--- config.mk ---
export PLATFORM = sky130hd
export DESIGN_NAME = bit_run_monitor
export DESIGN_NICKNAME = d
export VERILOG_FILES = /design/src/rtl/bit_run_monitor.sv
export SDC_FILE = /design/constraint.sdc
export NUM_CORES = 1
export LEC_CHECK = 0
export ABC_AREA = 1
export CORE_MARGIN = 4
export CORE_UTILIZATION = 53
export DETAILED_ROUTE_END_ITERATION = 6
export PLACE_DENSITY = 0.8
export SLEW_MARGIN = 20
export SYNTH_ARGS = -nofsm -noshare
export SYNTH_HDL_FRONTEND = slang
export SYNTH_SLANG_ARGS = --single-unit
--- constraint.sdc ---
create_clock -name clk -period 1.9 [get_ports clk]
set_input_delay 0.285 -clock clk [delete_from_list [all_inputs] [get_ports clk]]
set_output_delay 0.285 -clock clk [all_outputs]
set_load 0.01 [all_outputs]
--- src/rtl/bit_run_monitor.sv ---
`default_nettype none
// ============================================================================
// Module   : bit_run_monitor
// Purpose  : Synchronises a serial bit and reports each complete run length.
// Revision : 1.0  initial release
// ============================================================================
module bit_run_monitor #(
  parameter int CNT_W       = 8,
  parameter int SYNC_STAGES = 2
) (
  input  logic             clk,
  input  logic             reset,
  input  logic             din,
  input  logic             en,
  input  logic             clr,
  output logic             run_valid,
  output logic [CNT_W-1:0] run_len,
  output logic             run_level,
  output logic             run_sat,
  output logic [15:0]      run_cnt_total,
  output logic             ovf_flag
);

  localparam logic [CNT_W-1:0] CNT_MAX = '1;
  localparam logic [CNT_W-1:0] CNT_ONE = CNT_W'(1);

  typedef enum logic [0:0] {
    IDLE  = 1'b0,
    COUNT = 1'b1
  } state_t;

  state_t                 state;
  logic [SYNC_STAGES-1:0] sync_q;
  logic                   s;
  logic                   s_d;
  logic                   edge_det;
  logic [CNT_W-1:0]       counter;

  generate
    if (SYNC_STAGES == 1) begin : g_sync_single
      always_ff @(posedge clk or negedge reset) begin
        if (!reset) begin
          sync_q <= '0;
        end else begin
          sync_q <= din;
        end
      end
    end else begin : g_sync_chain
      always_ff @(posedge clk or negedge reset) begin
        if (!reset) begin
          sync_q <= '0;
        end else begin
          sync_q <= {sync_q[SYNC_STAGES-2:0], din};
        end
      end
    end
  endgenerate

  assign s        = sync_q[SYNC_STAGES-1];
  assign edge_det = en & (s != s_d);

  always_ff @(posedge clk or negedge reset) begin
    if (!reset) begin
      s_d           <= 1'b0;
      state         <= IDLE;
      counter       <= '0;
      run_valid     <= 1'b0;
      run_len       <= '0;
      run_level     <= 1'b0;
      run_sat       <= 1'b0;
      run_cnt_total <= '0;
      ovf_flag      <= 1'b0;
    end else begin
      s_d       <= s;
      run_valid <= 1'b0;

      case (state)
        IDLE: begin
          // The run in progress before the first edge has unknown start, so it is never reported.
          if (edge_det) begin
            state     <= COUNT;
            counter   <= CNT_ONE;
            run_level <= s;
          end
        end
        COUNT: begin
          if (!en) begin
            state   <= IDLE;
            counter <= '0;
          end else if (edge_det) begin
            run_valid <= 1'b1;
            run_len   <= counter;
            run_level <= s_d;
            run_sat   <= (counter == CNT_MAX);
            counter   <= CNT_ONE;
          end else if (counter != CNT_MAX) begin
            counter <= counter + CNT_ONE;
          end
        end
        default: begin
          state   <= IDLE;
          counter <= '0;
        end
      endcase

      // Statistics follow the registered report, so a clear coinciding with it wins.
      if (clr) begin
        run_cnt_total <= '0;
        ovf_flag      <= 1'b0;
      end else if (run_valid) begin
        run_cnt_total <= run_cnt_total + 16'd1;
        if (run_sat) begin
          ovf_flag <= 1'b1;
        end
      end
    end
  end

endmodule
`default_nettype wire

==> results by group, run 1 <==
Run status
  – Run status: finished clean

Synthesis
  – Syn avg cell area: 8.18 um2
  – Syn_nets: 245
  – Largest cells by area after synthesis: dfrtp_1, nand2_1, inv_1
  – Post-synthesis cell type count: 24
  – Synth area leader: dfrtp_1
  – Post-synth ARST share: 100%
  – Sequential area share after synthesis: 51.4%
  – Syn. warnings: 0
  – #FFs+latches synth: 40
  – Cell Area, Synth: 0.00195 mm2
  – Syn Inst Count: 238
  – Commonest register cell after synthesis: dfrtp_1
  – Post-synth EDFFs: 0
  – Synth top area share: 51.4%

Routing
  – Via count: 1642
  – WL per Instance: 12.0 um
  – Final antenna-violating net count: 0
  – 1st-pass router iterations: 4
  – Routed Wire Length: 3.88 mm
  – Initial DRC Count: 128
  – Drt drc: 0
  – Via/cell ratio: 5.07

Global route
  – Initial antenna violation count: 0
  – Gr usage total: 19.1%
  – Largest net degree at the start of global routing: 41
  – First-pass GRT wire length: 6.58 mm
  – Number of global-route vias before repair: 1576
  – Grt ovf: 0

Clock tree
  – Setup Buffers After CTS: 0
  – H-tree level count: 2
  – Skew-Pair Late Insertion Delay: 290 ps
  – Hold buffer count at CTS: 0
  – TritonCTS clock tree: built
  – Bufs on Longest Clock Path: 2
  – Clock Sinks: 40
  – Clock transition at path regs: 70 ps
  – Num CTS Buffers: 5
  – Cells resized by post-CTS repair: 0
  – CTS root buf: clkbuf_8

Timing
  – Final Skew: 5.73 ps
  – Actual slew at the worst max-slew pin: 486 ps
  – Slew Limit Fails: 0
  – Final period util: 85.1%
  – F_max: 619 MHz
  – Setup Viol. Count Final: 0
  – RSZ-0062 raised after global routing: false
  – Tmin final: 1620 ps
  – Slew headroom: 67.6%
  – Setup total negative slack: 0 ps
  – Hold violation count in the final report: 0
  – Final hold slack: 32.2 ps

Placed design
  – PortBufs: 32
  – GP Congestion: 0.863
  – Dpl hpwl: 2.88 mm

Critical path
  – Required time worst endpoint: 1620 ps
  – Worst path max stage delay: 580 ps
  – CP top delay family: buffers and inverters
  – Worst-path cell chain: clkdlybuf4s50_1
  – R2R Setup Slk: 390 ps
  – Buf/Inv on CP: 1
  – Startpoint types: register
  – Critical path arrival: 1330 ps
  – Setup CP Type: reg2out
  – Cell with the largest stage delay on the worst path: clkdlybuf4s50_1
  – Crit. End Element: output port
  – CP Max Fanout: 5

Finish
  – Final nets: 284
  – # diodes: 0
  – Multi-input logic area: 802 um2
  – Fill count: 278
  – Total area of sequential cells: 0.00100 mm2
  – Share of layout cells above drive strength 1: 10.4%
  – Layout Area Growth over Synthesis: 24.6%
  – Final Util: 70.5%

Floorplanning
  – IO Count: 33
  – Row cnt: 21
  – Die Height: 68.6 um
  – Initial Util: 56.6%
  – Core Area: 0.00344 mm2
  – Die area: 0.00471 mm2
  – Chip width: 68.6 um

Pwr
  – Internal power: 1.34 mW
  – Pleak: 1.16 nW
  – Pwr/cell area: 717 mW/mm2
  – Sw Ratio: 23.0%
  – Sequential share of power: 52.3%
  – VDD IR max: 578 uV
  – P_sw: 400 uW
  – Clock Power Share: 38.1%
  – Final Power: 1.74 mW
  – Comb power frac: 9.6%

Flow run
  – Max-cap violations: 0

Worst hold path
  – HP Class: in2async
-- Yosys cell counts (2+ instances only) --
library cell   n
a21oi_1       14
nand2_2        2
nand3_1       16
o21ai_1        4
ha_1           2
nor2_2         5
nand2_1       62
inv_1         27
o21ai_0       17
nand3_2        2
xor2_1         3
nand4_1        3
inv_2          3
nor2_4         4
nor3_1         4
nor2_1        22
buf_4          2
dfrtp_1       40
-- power by group through the flow --
| stage | clock, mW | sequential [mW] | combinational [mW] |
|---|---|---|---|
| 2_1_floorplan | 0 | 0.923 | 0.0868 |
| 3_3_place_gp | 0 | 0.924 | 0.168 |
| 3_5_place_dp | 0 | 0.925 | 0.169 |
| 4_1_cts | 0.684 | 0.909 | 0.170 |
| 5_1_grt | 0.720 | 0.912 | 0.188 |
| 6_report | 0.663 | 0.909 | 0.167 |
-- flip-flops by register name (all words and copies together), names as in the netlist --
| signal | cells |
|---|---|
| run_cnt_total | 16 |
| counter | 8 |
| run_len | 8 |
| sync_q | 2 |
| ovf_flag | 1 |
| run_level | 1 |
| run_sat | 1 |
| run_valid | 1 |
| s_d | 1 |
| state | 1 |
-- worst paths after layout --
check | depth (start not counted) | to | start
hold reg to reg | 0 | sync_q[1] | sync_q[0]
setup / recovery | 1 | run_valid | run_valid
max in group asynchronous | 2 | counter[2] | reset
setup reg to reg | 8 | counter[5] | counter[1]
hold / removal | 2 | run_cnt_total[2] | reset
min in group clk | 0 | sync_q[1] | sync_q[0]
-- cell families after synthesis --
kind of cell	share of synthesized area, %
compound gates	9.32
xor+xnor	1.80
flops	51.4
simple gates	28.8
buf+inv	7.39
fa+ha+maj	1.29
-- layer usage --
| metal | vias up | part of all wire (%) | GRT usage (%) |
|---|---|---|---|
| met5 | - | 0 | 0 |
| met4 | 0 | 1.3 | 6.95 |
| met3 | 4 | 5.3 | 5.35 |
| met2 | 38 | 51 | 34.3 |
| met1 | 769 | 42 | 21.4 |
| li1 | 831 | - | - |
-- layout by cell type (no fill, tap or decap), types with 2 or more instances in the layout --
cell | netlist | final
xor2_1 | 3 | 3
nor3_1 | 4 | 4
a21oi_1 | 14 | 14
ha_1 | 2 | 2
nand2_2 | 2 | 2
inv_1 | 27 | 27
nand4_1 | 3 | 3
clkdlybuf4s50_1 | 0 | 31
nor2_4 | 4 | 4
o21ai_0 | 17 | 17
dfrtp_1 | 40 | 40
clkbuf_8 | 0 | 5
nor2_2 | 5 | 5
nor2_1 | 22 | 22
buf_4 | 2 | 4
inv_2 | 3 | 3
nand2_1 | 62 | 62
o21ai_1 | 4 | 4
nand3_2 | 2 | 2
nand3_1 | 16 | 16
-- through the flow --
step	instances	setup WS, ps	cell area (um2)
3_5_place_dp	316	228	2320
6_report	324	284	2430
4_1_cts	324	255	2430
3_3_place_gp	316	273	2320
5_1_grt	324	226	2430
2_1_floorplan	238	540	1950
-- final cells by class --
type | instances | area share (%)
Tap cell | 46 | 2.37
Clock buffer | 6 | 2.99
Inverter | 30 | 4.64
Multi-Input combinational cell | 164 | 33.1
Timing Repair Buffer | 36 | 14.2
Sequential cell | 40 | 41.3
Clock inverter | 2 | 1.44
No activity file was read; power rests on OpenSTA's default activity.
==> inputs of run 2 (changes only) <==
PLACE_DENSITY = 0.89   (was 0.8)
==> run 2 against run 1 <==
Compared with the run above:
- clock skew about the same
- power down 8.0%
- register-to-register slack got worse by 50 ps
- worst hold slack improved by 330 ps
- die area is the same
- fmax is essentially flat
- largest cell class unchanged
- combinational power grew 2%
- final area shrank 0.31%
==> results by group, run 2 (synthesis gave the netlist of run 1 again) <==
Finish
  – # diodes: 0 (unchanged)
  – Final nets: 285 (+0.35%)
  – Largest register by flop count: run_cnt_total
  – Regs by FF count: run_cnt_total x16, counter x8, run_len x8
  – Layout Area Growth over Synthesis: 24.2%
  – Max reg flops: 16 (unchanged)
  – Total area of sequential cells: 0.00100 mm2 (unchanged)
  – Fill count: 263 (-5.4%)
  – Multi-input logic area: 802 um2 (unchanged)
  – Final Util: 70.3% (-0.22 points)
  – Commonest cells after routing, fill and taps aside: nand2_1, dfrtp_1, clkdlybuf4s50_1, inv_1, nor2_1
  – Commonest non-fill, non-tap cell in the layout: nand2_1
  – Share of layout cells above drive strength 1: 10.1% (-0.36 points)

Critical path
  – Setup CP Type: reg2out
  – Critical path arrival: 1330 ps (about the same)
  – Required time worst endpoint: 1620 ps (about the same)
  – Startpoint types: register
  – Worst R2R Path Depth: 8 (unchanged)
  – Path length in cells of the critical path: 1 (unchanged)
  – Worst path max stage delay: 580 ps (about the same)
  – Worst-path cell chain: clkdlybuf4s50_1
  – Buf/Inv on CP: 1 (unchanged)
  – Crit. End Element: output port
  – Cell with the largest stage delay on the worst path: clkdlybuf4s50_1
  – CP top delay family: buffers and inverters
  – CP Max Fanout: 5 (unchanged)

Floorplanning
  – Row cnt: 21 (unchanged)
  – IO Count: 33 (unchanged)
  – Die area: 0.00471 mm2 (unchanged)
  – Die Height: 68.6 um (unchanged)
  – Chip width: 68.6 um (unchanged)
  – Initial Util: 56.6% (unchanged)
  – Core Area: 0.00344 mm2 (unchanged)

Clock tree
  – Clock Sinks: 40 (unchanged)
  – Setup Buffers After CTS: 0 (unchanged)
  – Cells resized by post-CTS repair: 0 (unchanged)
  – Bufs on Longest Clock Path: 2 (unchanged)
  – CTS root buf: clkbuf_8
  – TritonCTS clock tree: built
  – Skew-Pair Late Insertion Delay: 290 ps (about the same)
  – Num CTS Buffers: 5 (unchanged)
  – Clock transition at path regs: 70 ps (about the same)
  – Hold buffer count at CTS: 1 (+1)
  – H-tree level count: 2 (unchanged)

Routing
  – Drt drc: 0 (unchanged)
  – Routed Wire Length: 4.02 mm (+3.6%)
  – WL per Instance: 12.4 um (+3.6%)
  – Via/cell ratio: 5.18 (+2.1%)
  – Via count: 1677 (+2.1%)
  – Initial DRC Count: 155 (+21%)
  – Final antenna-violating net count: 0 (unchanged)
  – 1st-pass router iterations: 4 (unchanged)

Placed design
  – GP Congestion: 0.903 (+4.6%)
  – Dpl hpwl: 3.04 mm (+5.5%)
  – Dpl ws: 177 ps (-50.5 ps)
  – PortBufs: 32 (unchanged)

Pwr
  – Pleak: 1.15 nW (-0.46%)
  – Pwr/cell area: 661 mW/mm2 (-7.8%)
  – VDD IR max: 587 uV (+1.5%)

Worst hold path
  – HP Class: reg2reg
  – Worst hold stages: 0

Timing
  – Setup total negative slack: 0 ps (unchanged)
  – Final Skew: 5.93 ps (+0.199 ps)
  – Actual slew at the worst max-slew pin: 491 ps (+5.20 ps)
  – Tmin final: 1620 ps (+0.944 ps)
  – RSZ-0062 raised after global routing: false
  – Slew Limit Fails: 0 (unchanged)
  – Slew headroom: 67.3% (-0.35 points)
  – Final period util: 85.1% (about the same)
  – Setup Viol. Count Final: 0 (unchanged)
  – F_max: 618 MHz (about the same)
  – Hold violation count in the final report: 0 (unchanged)
  – Final WS setup: 283 ps (-0.944 ps)

Global route
  – Gr usage total: 19.7% (+0.54 points)
  – Initial antenna violation count: 0 (unchanged)
  – Grt ovf: 0 (unchanged)
  – Largest net degree at the start of global routing: 22 (-46%)
  – Number of global-route vias before repair: 1615 (+2.5%)
  – First-pass GRT wire length: 6.85 mm (+4.2%)

Flow run
  – Max-cap violations: 0 (unchanged)

Run status
  – Run status: finished clean
-- run 2: path summary, 6_finish.rpt --
check | from | endpoint | slack [ps]
worst max-delay path | run_valid | run_valid | 280
worst min-delay path | sync_q[0] | sync_q[1] | 360
worst max register to register | counter[1] | counter[5] | 340
worst min register to register | sync_q[0] | sync_q[1] | 360
max in group asynchronous | reset | run_len[5] | 950
min in group asynchronous | reset | run_cnt_total[3] | 480
-- run 2: metrics by stage --
stage | power (mW) | hold WS, ps | cell area (um2) | instances
floorplan | 1.01 | -10.6 | 1950 | 238
global placement | 1.09 | 268 | 2330 | 316
detailed placement | 1.10 | 270 | 2330 | 316
CTS | 1.62 | 364 | 2420 | 324
global route | 1.68 | 376 | 2420 | 324
finish | 1.60 | 358 | 2420 | 324
-- run 2: layer usage --
metal / GRT usage, % / wire length (um) / up-vias
met3: 5.83 / 256 / 13
li1: - / - / 840
met1: 24.0 / 1720 / 775
met5: 0 / 0 / -
met4: 8.93 / 80 / 0
met2: 31.9 / 1950 / 49
-- run 2: final cells by class --
type / instances / area share, %
timing repair buffer: 37 / 15.2
clock inverter: 1 / 0.207
multi-input combinational: 164 / 33.2
tap: 46 / 2.38
inverter: 30 / 4.66
sequential: 40 / 41.4
clock buffer: 6 / 3.00
-- run 2: report_power, final --
group	switching (mW)	total, mW	internal (mW)
Clock	0.270	0.519	0.249
Combinational	0.0980	0.171	0.0734
Sequential	0.0283	0.908	0.880
Total	0.396	1.60	1.20
==> inputs of run 3 (changes only) <==
CORE_UTILIZATION = 52   (was 53)
PLACE_DENSITY = 0.87   (was 0.89)
clock period = 1.56 ns   (was 1.9 ns; I/O delays follow)
==> run 3 against run 2 <==
Compared with the run above:
- final area increased by 4.3%
- first-iteration DRC count increased by 12%
- via count increased by 2.5%
- non-clock buffer count increased by 6
- power increased by 35%
- wire length increased by 4.5%
- count of clock-buffer cells in the layout unchanged
- critical path type unchanged
- largest cell class unchanged
==> results by group, run 3 (synthesis gave the netlist of run 1 again) <==
Global route
  – Largest net degree at the start of global routing: 22 (unchanged)
  – Initial antenna violation count: 0 (unchanged)
  – Grt ovf: 0 (unchanged)
  – Gr usage total: 18.7% (-0.99 points)
  – Number of global-route vias before repair: 1693 (+4.8%)
  – First-pass GRT wire length: 7.25 mm (+5.8%)

Timing
  – Final Skew: 9.12 ps (+3.18 ps)
  – Tmin final: 1520 ps
  – Final period util: 97.2%
  – RSZ-0062 raised after global routing: false
  – F_max: 659 MHz
  – Setup total negative slack: 0 ps (unchanged)
  – Setup Viol. Count Final: 0 (unchanged)
  – Slew headroom: 68.1% (+0.88 points)
  – Final hold slack: 354 ps (-4.73 ps)
  – Actual slew at the worst max-slew pin: 478 ps (-13.2 ps)
  – Slew Limit Fails: 0 (unchanged)
  – Hold violation count in the final report: 0 (unchanged)

Finish
  – Regs by FF count: run_cnt_total x16, counter x8, run_len x8
  – Share of layout cells above drive strength 1: 14.0% (+4.0 points)
  – Commonest non-fill, non-tap cell in the layout: nand2_1
  – # diodes: 0 (unchanged)
  – Final nets: 291 (+2.1%)
  – Largest register by flop count: run_cnt_total
  – Commonest cells after routing, fill and taps aside: nand2_1, dfrtp_1, clkdlybuf4s50_1, inv_1, nor2_1
  – Final Util: 72.8% (+2.5 points)
  – Post-route cell area: 0.00252 mm2 (+4.3%)
  – Max reg flops: 16 (unchanged)
  – Layout Area Growth over Synthesis: 29.6%

Floorplanning
  – Core Area: 0.00347 mm2 (+0.76%)
  – Row cnt: 21 (unchanged)
  – Chip width: 69.2 um (+0.85%)
  – IO Count: 33 (unchanged)
  – Die area: 0.00479 mm2 (+1.7%)
  – Die Height: 69.2 um (+0.85%)
  – Initial Util: 56.1% (-0.43 points)

Critical path
  – Crit. End Element: output port
  – Worst-path cell chain: clkdlybuf4s50_1
  – Reg2Reg Capture Point: run_cnt_total[12]
  – Critical path arrival: 1280 ps (-50 ps)
  – CP Max Fanout: 5 (unchanged)
  – Buf/Inv on CP: 1 (unchanged)
  – Required time worst endpoint: 1330 ps (-290 ps)
  – Worst R2R Path Depth: 9 (+1)
  – Worst r2r src: run_cnt_total[0]
  – Worst path max stage delay: 560 ps (-20 ps)
  – Cell with the largest stage delay on the worst path: clkdlybuf4s50_1
  – Startpoint types: register
  – Path length in cells of the critical path: 1 (unchanged)
  – Setup CP Type: reg2out
  – R2R Setup Slk: 110 ps (-230 ps)
  – CP top delay family: buffers and inverters

Clock tree
  – Setup Buffers After CTS: 0 (unchanged)
  – CTS root buf: clkbuf_8
  – TritonCTS clock tree: built
  – Clock Sinks: 40 (unchanged)
  – Skew-Pair Late Insertion Delay: 300 ps (about the same)
  – Bufs on Longest Clock Path: 2 (unchanged)
  – Clock transition at path regs: 80 ps (about the same)
  – H-tree level count: 2 (unchanged)
  – Num CTS Buffers: 5 (unchanged)

Run status
  – Run status: finished clean

Routing
  – Via count: 1719 (+2.5%)
  – Via/cell ratio: 5.19 (+0.34%)
  – Routed Wire Length: 4.20 mm (+4.5%)
  – Final antenna-violating net count: 0 (unchanged)
  – 1st-pass router iterations: 4 (unchanged)
  – WL per Instance: 12.7 um (+2.3%)
  – Initial DRC Count: 174 (+12%)
  – Drt drc: 0 (unchanged)

Placed design
  – GP Congestion: 0.924 (+2.3%)
  – DP Area: 0.00239 mm2 (+2.5%)
  – Dpl hpwl: 3.13 mm (+3.1%)
  – PortBufs: 32 (unchanged)

Pwr
  – Internal power: 1.65 mW (+37%)
  – Sequential share of power: 51.1% (-5.7 points)
  – Final Power: 2.16 mW (+35%)
  – Clock Power Share: 38.3% (+5.8 points)
  – Pwr/cell area: 856 mW/mm2 (+29%)
  – VDD IR max: 798 uV (+36%)
  – Sw Ratio: 23.6% (-1.1 points)
  – Comb power frac: 10.6% (about the same)
  – P_sw: 511 uW (+29%)
  – Pleak: 1.23 nW (+6.8%)

Worst hold path
  – Hold Startpoint: sync_q[0]
  – HP Class: reg2reg
  – Worst hold stages: 0 (unchanged)
  – Hold path endpoint: sync_q[1]

Flow run
  – Max-cap violations: 0 (unchanged)
[run 3: per-stage QoR]
stage / instances / setup WS (ps)
6_report: 331 / 43.0
3_3_place_gp: 322 / -37.7
2_1_floorplan: 238 / 200
5_1_grt: 331 / 1.61
3_5_place_dp: 322 / -87.3
4_1_cts: 331 / 11.5
[run 3: routing by layer]
metal | vias to the layer above | part of all wire (%) | GRT usage [%]
met2 | 44 | 53 | 34.7
met5 | - | 0 | 0
met3 | 7 | 5.5 | 5.22
li1 | 852 | - | -
met4 | 0 | 1.2 | 6.07
met1 | 816 | 40 | 20.2
[run 3: cell type report]
class / count / area (um2)
clock inverter: 2 / 35.0
clock buffer: 6 / 72.6
sequential: 40 / 1010
inverter: 30 / 113
multi-input combinational: 164 / 810
tap: 46 / 57.6
fill: 283 / 945
timing repair buffer: 43 / 430
[run 3: timing repair]
action	4_1_cts	5_1_grt
pin swaps	0	0
gates resized for setup	2	6
hold buffers	1	0
hold endpoints to repair	20	0
cloned	0	0
endpoints found under the setup margin	2	8
[run 3: how the worst max path moves through the flow]
stage,end,start,slack [ps]
2_1_floorplan,run_cnt_total[12],run_cnt_total[0],200
3_3_place_gp,counter[7],en,-40
3_5_place_dp,run_len[7],en,-90
4_1_cts,run_cnt_total[10],run_cnt_total[10],10
5_1_grt,run_cnt_total[14],run_cnt_total[14],2
6_report,run_cnt_total[14],run_cnt_total[14],40
[run 3: power by group through the flow]
stage	registers, mW	clock network (mW)	logic, mW
after floorplan	1.12	0	0.106
after global placement	1.12	0	0.226
after detailed placement	1.12	0	0.229
after CTS	1.10	0.846	0.232
after global routing	1.11	0.885	0.257
final	1.10	0.827	0.228
